--- config.mk ---
export PLATFORM = sky130hd
export DESIGN_NAME = uart_tx_fifo
export DESIGN_NICKNAME = d
export VERILOG_FILES = /design/src/rtl/uart_tx_fifo.sv
export SDC_FILE = /design/constraint.sdc
export NUM_CORES = 1
export LEC_CHECK = 0
export ABC_AREA = 1
export BUFFER_PORTS_ARGS = -buffer_cell sky130_fd_sc_hd__buf_2
export CAP_MARGIN = 15
export CORE_MARGIN = 5
export CORE_UTILIZATION = 33
export CTS_BUF_LIST = sky130_fd_sc_hd__clkbuf_4 sky130_fd_sc_hd__clkbuf_8
export DETAILED_ROUTE_END_ITERATION = 8
export PLACE_DENSITY = 0.49
export SLEW_MARGIN = 20
export SYNTH_ARGS = -nofsm -noshare
export SYNTH_HDL_FRONTEND = slang
export SYNTH_SLANG_ARGS = --single-unit
--- constraint.sdc ---
create_clock -name clk -period 2.1 [get_ports clk]
set_input_delay 0.315 -clock clk [delete_from_list [all_inputs] [get_ports clk]]
set_output_delay 0.315 -clock clk [all_outputs]
set_load 0.01 [all_outputs]
--- src/rtl/uart_tx_fifo.sv ---
// rtl/uart_tx_fifo.sv - FIFO-buffered 8N1 UART transmitter, LSB first
// Optional even-parity bit between data and stop when UART_TX_PARITY_EN is defined.
module uart_tx_fifo #(
    parameter int CLK_PER_BITS = 1086,
    parameter int FIFO_DEPTH   = 4,
    parameter int ADDR_W       = 2
) (
    input  logic              clk,
    input  logic              rst_n,
    input  logic [7:0]        tx_data,
    input  logic              tx_valid,
    output logic              tx_ready,
    output logic              tx_serial,
    output logic              busy,
    output logic              done,
    output logic [ADDR_W:0]   fifo_count
);
    localparam int CNT_W = (CLK_PER_BITS > 1) ? $clog2(CLK_PER_BITS) : 1;
    localparam logic [CNT_W-1:0] CNT_LAST = CNT_W'(CLK_PER_BITS - 1);
    localparam logic [ADDR_W:0]  DEPTH    = (ADDR_W + 1)'(FIFO_DEPTH);

    typedef enum logic [2:0] {
        IDLE    = 3'd0,
        START   = 3'd1,
        DATA    = 3'd2,
        STOP    = 3'd3,
        CLEANUP = 3'd4
`ifdef UART_TX_PARITY_EN
        , PARITY = 3'd5
`endif
    } state_t;

    state_t            state;
    logic [7:0]        mem [FIFO_DEPTH];
    logic [ADDR_W-1:0] wr_ptr;
    logic [ADDR_W-1:0] rd_ptr;
    logic [7:0]        shift_reg;
    logic [CNT_W-1:0]  cnt;
    logic [2:0]        bit_idx;
    logic              push;
    logic              pop;

    assign tx_ready = (fifo_count != DEPTH);
    assign busy     = (state != IDLE);
    assign push     = tx_valid && tx_ready;
    assign pop      = (state == IDLE) && (fifo_count != '0);

    // Storage has no reset; only the pointers and count define what is valid.
    always_ff @(posedge clk) begin
        if (push) begin
            mem[wr_ptr] <= tx_data;
        end
    end

    always_ff @(posedge clk or negedge rst_n) begin
        if (!rst_n) begin
            state      <= IDLE;
            wr_ptr     <= '0;
            rd_ptr     <= '0;
            fifo_count <= '0;
            shift_reg  <= '0;
            cnt        <= '0;
            bit_idx    <= '0;
            tx_serial  <= 1'b1;
            done       <= 1'b0;
        end else begin
            if (push) begin
                wr_ptr <= wr_ptr + ADDR_W'(1);
            end
            if (pop) begin
                rd_ptr <= rd_ptr + ADDR_W'(1);
            end
            case ({push, pop})
                2'b10:   fifo_count <= fifo_count + (ADDR_W + 1)'(1);
                2'b01:   fifo_count <= fifo_count - (ADDR_W + 1)'(1);
                default: fifo_count <= fifo_count;
            endcase

            done <= 1'b0;
            case (state)
                IDLE: begin
                    tx_serial <= 1'b1;
                    cnt       <= '0;
                    if (pop) begin
                        shift_reg <= mem[rd_ptr];
                        tx_serial <= 1'b0;
                        state     <= START;
                    end
                end
                START: begin
                    if (cnt == CNT_LAST) begin
                        cnt       <= '0;
                        bit_idx   <= '0;
                        tx_serial <= shift_reg[0];
                        state     <= DATA;
                    end else begin
                        cnt <= cnt + CNT_W'(1);
                    end
                end
                DATA: begin
                    if (cnt == CNT_LAST) begin
                        cnt <= '0;
                        if (bit_idx != 3'd7) begin
                            bit_idx   <= bit_idx + 3'd1;
                            tx_serial <= shift_reg[bit_idx + 3'd1];
                        end else begin
`ifdef UART_TX_PARITY_EN
                            tx_serial <= ^shift_reg;
                            state     <= PARITY;
`else
                            tx_serial <= 1'b1;
                            state     <= STOP;
`endif
                        end
                    end else begin
                        cnt <= cnt + CNT_W'(1);
                    end
                end
`ifdef UART_TX_PARITY_EN
                PARITY: begin
                    if (cnt == CNT_LAST) begin
                        cnt       <= '0;
                        tx_serial <= 1'b1;
                        state     <= STOP;
                    end else begin
                        cnt <= cnt + CNT_W'(1);
                    end
                end
`endif
                STOP: begin
                    if (cnt == CNT_LAST) begin
                        cnt       <= '0;
                        tx_serial <= 1'b1;
                        done      <= 1'b1;
                        state     <= CLEANUP;
                    end else begin
                        cnt <= cnt + CNT_W'(1);
                    end
                end
                CLEANUP: begin
                    tx_serial <= 1'b1;
                    state     <= IDLE;
                end
                default: begin
                    tx_serial <= 1'b1;
                    cnt       <= '0;
                    state     <= IDLE;
                end
            endcase
        end
    end
endmodule
==> impl_metrics.toml, run 1 <==
[run_status]
status = "finished clean"

[layout]
antennaDiodeCount = 0
drive_above_1_share_pct = 16.8
mostFrequentLayoutCells = "60 x nor2_1, 43 x nand2_1, 33 x dfrtp_1"
syn_to_final_growth_pct = 14.1
largest_reg_flops = 32
nets = 361
nFillCells = 914
final_common_cell = "nor2_1"

[die]
fp.dieW_um = 106
rows = 35
io_pins = 18
coreArea_mm2 = 0.00915
dieArea_mm2 = 0.0113
die_y_um = 106
start_util_pct = 33.5

[detailed_routing]
drt-initial-drc-count = 80
wl_per_cell_um = 13.1
dr.pass1.iters = 4
ant_nets = 0
routed_wl_um = 5960
drc = 0
viasPerCell = 4.62
vias = 2105

[timing]
finClkSkew_ps = 11.2
max_freq_mhz = 530
finalMaxSlewViolations = 0
tightest_slew_ps = 790
period_minus_slack_ps = 1890
period_share_pct = 89.9
final-setup-viol-count = 0
timing.hold.ws_ps = 36.9
rsz0062_at_grt = "false"
slew_headroom_pct = 47.3
hold_viol_final = 0
fin_tns_setup_ps = 0

[power]
leakage_nw = 1.45
seq_power_share_pct = 42.2
clkPwrFrac_pct = 21.5
power_density_mw_per_mm2 = 1340
swShare_pct = 40.1
internal_power_w = 0.00282
combPwrFrac_pct = 36.4
ir_drop_uv = 547
p_sw_w = 0.00189

[yosys]
syn_avg_cell_area_um2 = 9.94
syn_inst = 309
synth_area_mm2 = 0.00307
yosysSeqAreaShare_pct = 59.0
yosysWarnings = 0
yosys.area.top_type = "edfxtp_1"
ys_ff_latch = 66
yosysTopAreaCellShare_pct = 31.3
synth_cell_types = 29
synth.net_count = 330
synthTopCellsByArea = "edfxtp_1 31%, dfrtp_1 27%, nor2_1 7.3%"

[critical_path]
r2r_cells = 11
cp_top_family = "adder cells"
crit_required_ps = 2330
path_max_fanout = 4
crit_arrival_ps = 2120
timing_worst_setup_path_type = "reg2reg"
slowest_delay_ps = 430
path_depth = 11
crit_buf_inv = 3
cpMaxStageDelayCell = "dfrtp_1"
crit_chain = "inv_2 > nand2_4 > nor2_4 > inv_2 > nor2_4 > ha_1 > inv_1 > fa_1 > a21oi_1 > o21ai_0 > xnor2_1"
start_kind = "flip-flop"
cp-end-kind = "flip-flop"

[clocking]
clockBufferDepth = 2
path_clk_slew_ps = 80
cts_buffers = 9
htree_levels = 3
clock-sinks = 66
clk_latency_ps = 350
cts_tree = "done"
cts-root-buf = "clkbuf_8"
holdBufCountCts = 0

[global_routing]
grt_first_pass_wirelength_um = 10400
grt_use_total_pct = 11.7
antenna_found_initial = 0
grt_max_degree = 35
grt_pass1_vias = 2142
grt_overflow_total = 0

[place]
gp_congestion = 0.837
hpwlAfterDp_um = 4080
portBuffers = 17

[worst_hold_path]
hold_class = "in2async"

[run]
max_cap_violations = 0
==> what timing repair did <==
action | 4_1_cts | 5_1_grt
buffers inserted | 0 | 2
endpoints found under the setup margin | 0 | 1
resized for setup | 0 | 1
==> cell families (layout without fill, tap and decap cells) <==
family                   after synthesis  count (layout)  share of synthesized area, %
flip-flops                            66              66                          59.0
AO/OA/AOI/OAI                         50              50                          8.64
AND/OR/NAND/NOR                      135             135                          20.2
XOR/XNOR                               8               8                          2.28
adder cells (fa/ha/maj)               10              10                          4.32
buffers and inverters                 40              76                          5.50
==> cell usage after synthesis (all sizes together) <==
cell type and n:
dfrtp 33, nand4 4, buf 5, xor2 5, edfxtp 32, dfstp 1
xnor2 3, a21oi 6, nand3 17, inv 34, o21ai 32, nor3 4
nand2 46, nor2 64, a31oi 8, ha 9, fa 1, o22ai 4
clkbuf 1
==> power by group through the flow <==
stage / Sequential (W) / Clock, W / Combinational [W]
after floorplan: 0.00194 / 0 / 0.00133
after CTS: 0.00198 / 0.00105 / 0.00174
final: 0.00198 / 0.00101 / 0.00171
after global placement: 0.00200 / 0 / 0.00172
after detailed placement: 0.00201 / 0 / 0.00173
after global routing: 0.00204 / 0.00110 / 0.00200
==> per-layer routing <==
metal	vias to the layer above	track usage, %	routed length [um]
met5	-	0	0
met4	0	4.29	56
met3	7	3.28	186
met2	25	19.6	2850
met1	985	14.5	2870
li1	1088	-	-
==> worst paths after layout <==
kind                                                  end             startpoint  slack [ps]
worst max-delay path            fifo_count[2]$_DFFE_PN0P_   state[2]$_DFFE_PN0P_         210
min in group clk                      mem[2][4]$_DFFE_PP_             tx_data[4]         180
worst min-delay path                   cnt[3]$_DFFE_PN0P_                  rst_n          40
worst max register to register  fifo_count[2]$_DFFE_PN0P_   state[2]$_DFFE_PN0P_         210
max in group asynchronous        shift_reg[3]$_DFFE_PN0P_                  rst_n        1540
worst min register to register      tx_serial$_DFFE_PN1P_  tx_serial$_DFFE_PN1P_         510
==> final cells by class <==
cell class	count	area (um2)	share of cell area, %
Clock inverter	7	60.1	1.71
Timing Repair Buffer	26	153	4.36
Multi-Input combinational cell	203	1090	31.1
Inverter	34	128	3.64
Sequential cell	66	1810	51.7
Tap cell	111	139	3.96
Clock buffer	9	124	3.53
==> worst register-to-register path: cells and delay by family, from the launching register on <==
family,cells,cell delay (ps)
buffers and inverters,3,220
xor gates and xnor gates,1,130
adders and majority gates,2,510
and+or+nand+nor,3,240
AOI/OAI and AO/OA,2,250
DFF,1,430
==> metrics by stage <==
step	std cells	util [%]	total power, W	setup WS, ps	instance area (um2)
floorplan	309	-	0.00327	18.3	3070
detailed placement	438	36.1	0.00374	177	3310
global route	456	38.3	0.00515	3.14	3500
finish	456	38.3	0.00471	212	3500
CTS	454	38.1	0.00477	181	3490
global placement	438	36.1	0.00371	199	3310
No activity file was read; power rests on OpenSTA's default activity.
==> run 2, diff against run 1 <==
--- a/config.mk
+++ b/config.mk
@@ -12,7 +12,6 @@
 export CORE_UTILIZATION = 33
 export CTS_BUF_LIST = sky130_fd_sc_hd__clkbuf_4 sky130_fd_sc_hd__clkbuf_8
 export DETAILED_ROUTE_END_ITERATION = 8
-export PLACE_DENSITY = 0.49
 export SLEW_MARGIN = 20
 export SYNTH_ARGS = -nofsm -noshare
 export SYNTH_HDL_FRONTEND = slang
==> constraint.sdc (replaced) <==
create_clock -name clk -period 1.6 [get_ports clk]
set_input_delay 0.24 -clock clk [delete_from_list [all_inputs] [get_ports clk]]
set_output_delay 0.24 -clock clk [all_outputs]
set_load 0.01 [all_outputs]
==> impl_metrics.toml, run 2 (same netlist as run 1, synthesis figures left out) <==
[die]
fp.dieW_um = 106
rows = 35
start_util_pct = 33.5
io_pins = 18
die_y_um = 106
coreArea_mm2 = 0.00915
dieArea_mm2 = 0.0113

[global_routing]
grt_use_total_pct = 11.5
grt_pass1_vias = 2262
grt_max_degree = 29
grt_first_pass_wirelength_um = 10300
grt_overflow_total = 0
antenna_found_initial = 0

[layout]
antennaDiodeCount = 0
syn_to_final_growth_pct = 23.6
drive_above_1_share_pct = 25.3
largest_reg_flops = 32
final_common_cell = "nor2_1"
final_cells = 479
nFillCells = 882
mostFrequentLayoutCells = "58 x nor2_1, 41 x nand2_1, 32 x dfrtp_1, 32 x edfxtp_1, 28 x inv_1"
utilization_pct = 41.4
nets = 384

[power]
power_density_mw_per_mm2 = 1790
internal_power_w = 0.00426
clkPwrFrac_pct = 21.1
leakage_nw = 1.58
p_sw_w = 0.00254
seq_power_share_pct = 36.7
combPwrFrac_pct = 42.2
ir_drop_uv = 717
swShare_pct = 37.3

[clocking]
cts_tree = "done"
clk_latency_ps = 340
clock-sinks = 66
clockBufferDepth = 2
path_clk_slew_ps = 80
htree_levels = 3
cts-root-buf = "clkbuf_8"
cts_buffers = 9

[timing]
final-setup-viol-count = 2
finalMaxSlewViolations = 0
setup_slack_ps = -117
hold_viol_final = 0
rsz0062_at_grt = "true"
max_freq_mhz = 582
tightest_slew_ps = 431
finClkSkew_ps = 9.74
period_minus_slack_ps = 1720
period_share_pct = 107
timing.hold.ws_ps = 108
slew_headroom_pct = 71.2
fin_tns_setup_ps = -165

[critical_path]
r2r_end = "fifo_count[2]$_DFFE_PN0P_"
rrSetupSlack_ps = -120
cp_top_family = "adder cells"
crit_chain = "inv_2 > nand2_4 > nor2_4 > inv_2 > nor2_4 > ha_4 > inv_2 > fa_2 > a21oi_2 > o21ai_1 > xnor2_1"
start_kind = "flip-flop"
path_max_fanout = 2
cpMaxStageDelayCell = "dfrtp_1"
timing_worst_setup_path_type = "reg2reg"
crit_buf_inv = 3
r2r_cells = 11
cp-end-kind = "flip-flop"
slowest_delay_ps = 390
cp_common_cell = "inv_2"
crit_required_ps = 1830
crit_arrival_ps = 1950
rr_startpoint = "state[2]$_DFFE_PN0P_"

[place]
dp_slack_ps = -166
dp.cells = 458
gp_congestion = 0.839
hpwlAfterDp_um = 4020
portBuffers = 17

[worst_hold_path]
min_to = "mem[3][1]$_DFFE_PP_"
hp-start = "tx_data[1]"
hold_class = "in2reg"
hold_depth = 1

[detailed_routing]
dr.pass1.iters = 4
viasPerCell = 4.64
routed_wl_um = 5900
drt-initial-drc-count = 104
wl_per_cell_um = 12.3
ant_nets = 0
drc = 0
vias = 2224

[run_status]
status = "finished, violations left"
violations = "negative setup slack"

[run]
max_cap_violations = 0
[run 2: cell count changes in the layout (fill, tap and decap cells not counted), sizes merged]
cell | before | now
buf | 26 | 48
clkinv | 0 | 3
clkinvlp | 3 | 1
inv | 38 | 36
bufinv | 0 | 1
dlygate4sd3 | 0 | 1
[run 2: layout make-up]
class,count,area [um2],area share [%]
clock buffers,9,124,3.27
well taps,111,139,3.66
multi-input cells,203,1150,30.2
flip-flops and latches,66,1810,47.8
clock inverters,7,77.6,2.04
repair buffers,49,364,9.60
inverters,34,128,3.36
[run 2: how the worst max path moves through the flow]
| stage | startpoint | endpoint | slack, ps | cells past startpoint |
|---|---|---|---|---|
| 2_1_floorplan | state[2]$_DFFE_PN0P_ | fifo_count[2]$_DFFE_PN0P_ | -420 | 12 |
| 3_3_place_gp | state[2]$_DFFE_PN0P_ | fifo_count[2]$_DFFE_PN0P_ | -160 | 11 |
| 3_5_place_dp | state[2]$_DFFE_PN0P_ | fifo_count[2]$_DFFE_PN0P_ | -170 | 11 |
| 4_1_cts | state[2]$_DFFE_PN0P_ | fifo_count[2]$_DFFE_PN0P_ | -120 | 11 |
| 5_1_grt | state[2]$_DFFE_PN0P_ | fifo_count[2]$_DFFE_PN0P_ | -210 | 11 |
| 6_report | state[2]$_DFFE_PN0P_ | fifo_count[2]$_DFFE_PN0P_ | -120 | 11 |
[run 2: worst reg2reg max path: stages (launching register included)]
cell and delay (ps):
dfrtp_1 390, inv_2 80, nand2_4 60, nor2_4 80, inv_2 50, nor2_4 100, ha_4 130, inv_2 40
fa_2 340, a21oi_2 140, o21ai_1 80, xnor2_1 120
[run 2: timing repair]
action | in CTS | in global routing
resized for setup | 3 | 12
pin swaps | 5 | 1
setup endpoints to repair | 3 | 17
endpoints found under the hold margin | 33 | 0
hold buffers | 1 | 0
buffers inserted | 4 | 0
[run 2: metrics by stage]
| step | instance area (um2) | power (W) |
|---|---|---|
| after global placement | 3500 | 0.00525 |
| after global routing | 3790 | 0.00735 |
| after CTS | 3750 | 0.00683 |
| after detailed placement | 3500 | 0.00529 |
| after floorplan | 3090 | 0.00435 |
| final | 3790 | 0.00680 |
[run 2: metal layers]
layer	share of wire [%]	vias to the layer above	global-route usage (%)
li1	-	1139	-
met2	48	27	19.3
met5	0	-	0
met4	1.6	0	4.84
met1	46	1049	13.9
met3	3.6	9	3.04
[run 2: power by group through the flow]
stage | Clock, W | Combinational [W] | Sequential (W)
after detailed placement | 0 | 0.00277 | 0.00253
after global routing | 0.00154 | 0.00325 | 0.00256
after CTS | 0.00148 | 0.00286 | 0.00250
final | 0.00143 | 0.00287 | 0.00250
after floorplan | 0 | 0.00180 | 0.00255
after global placement | 0 | 0.00273 | 0.00252
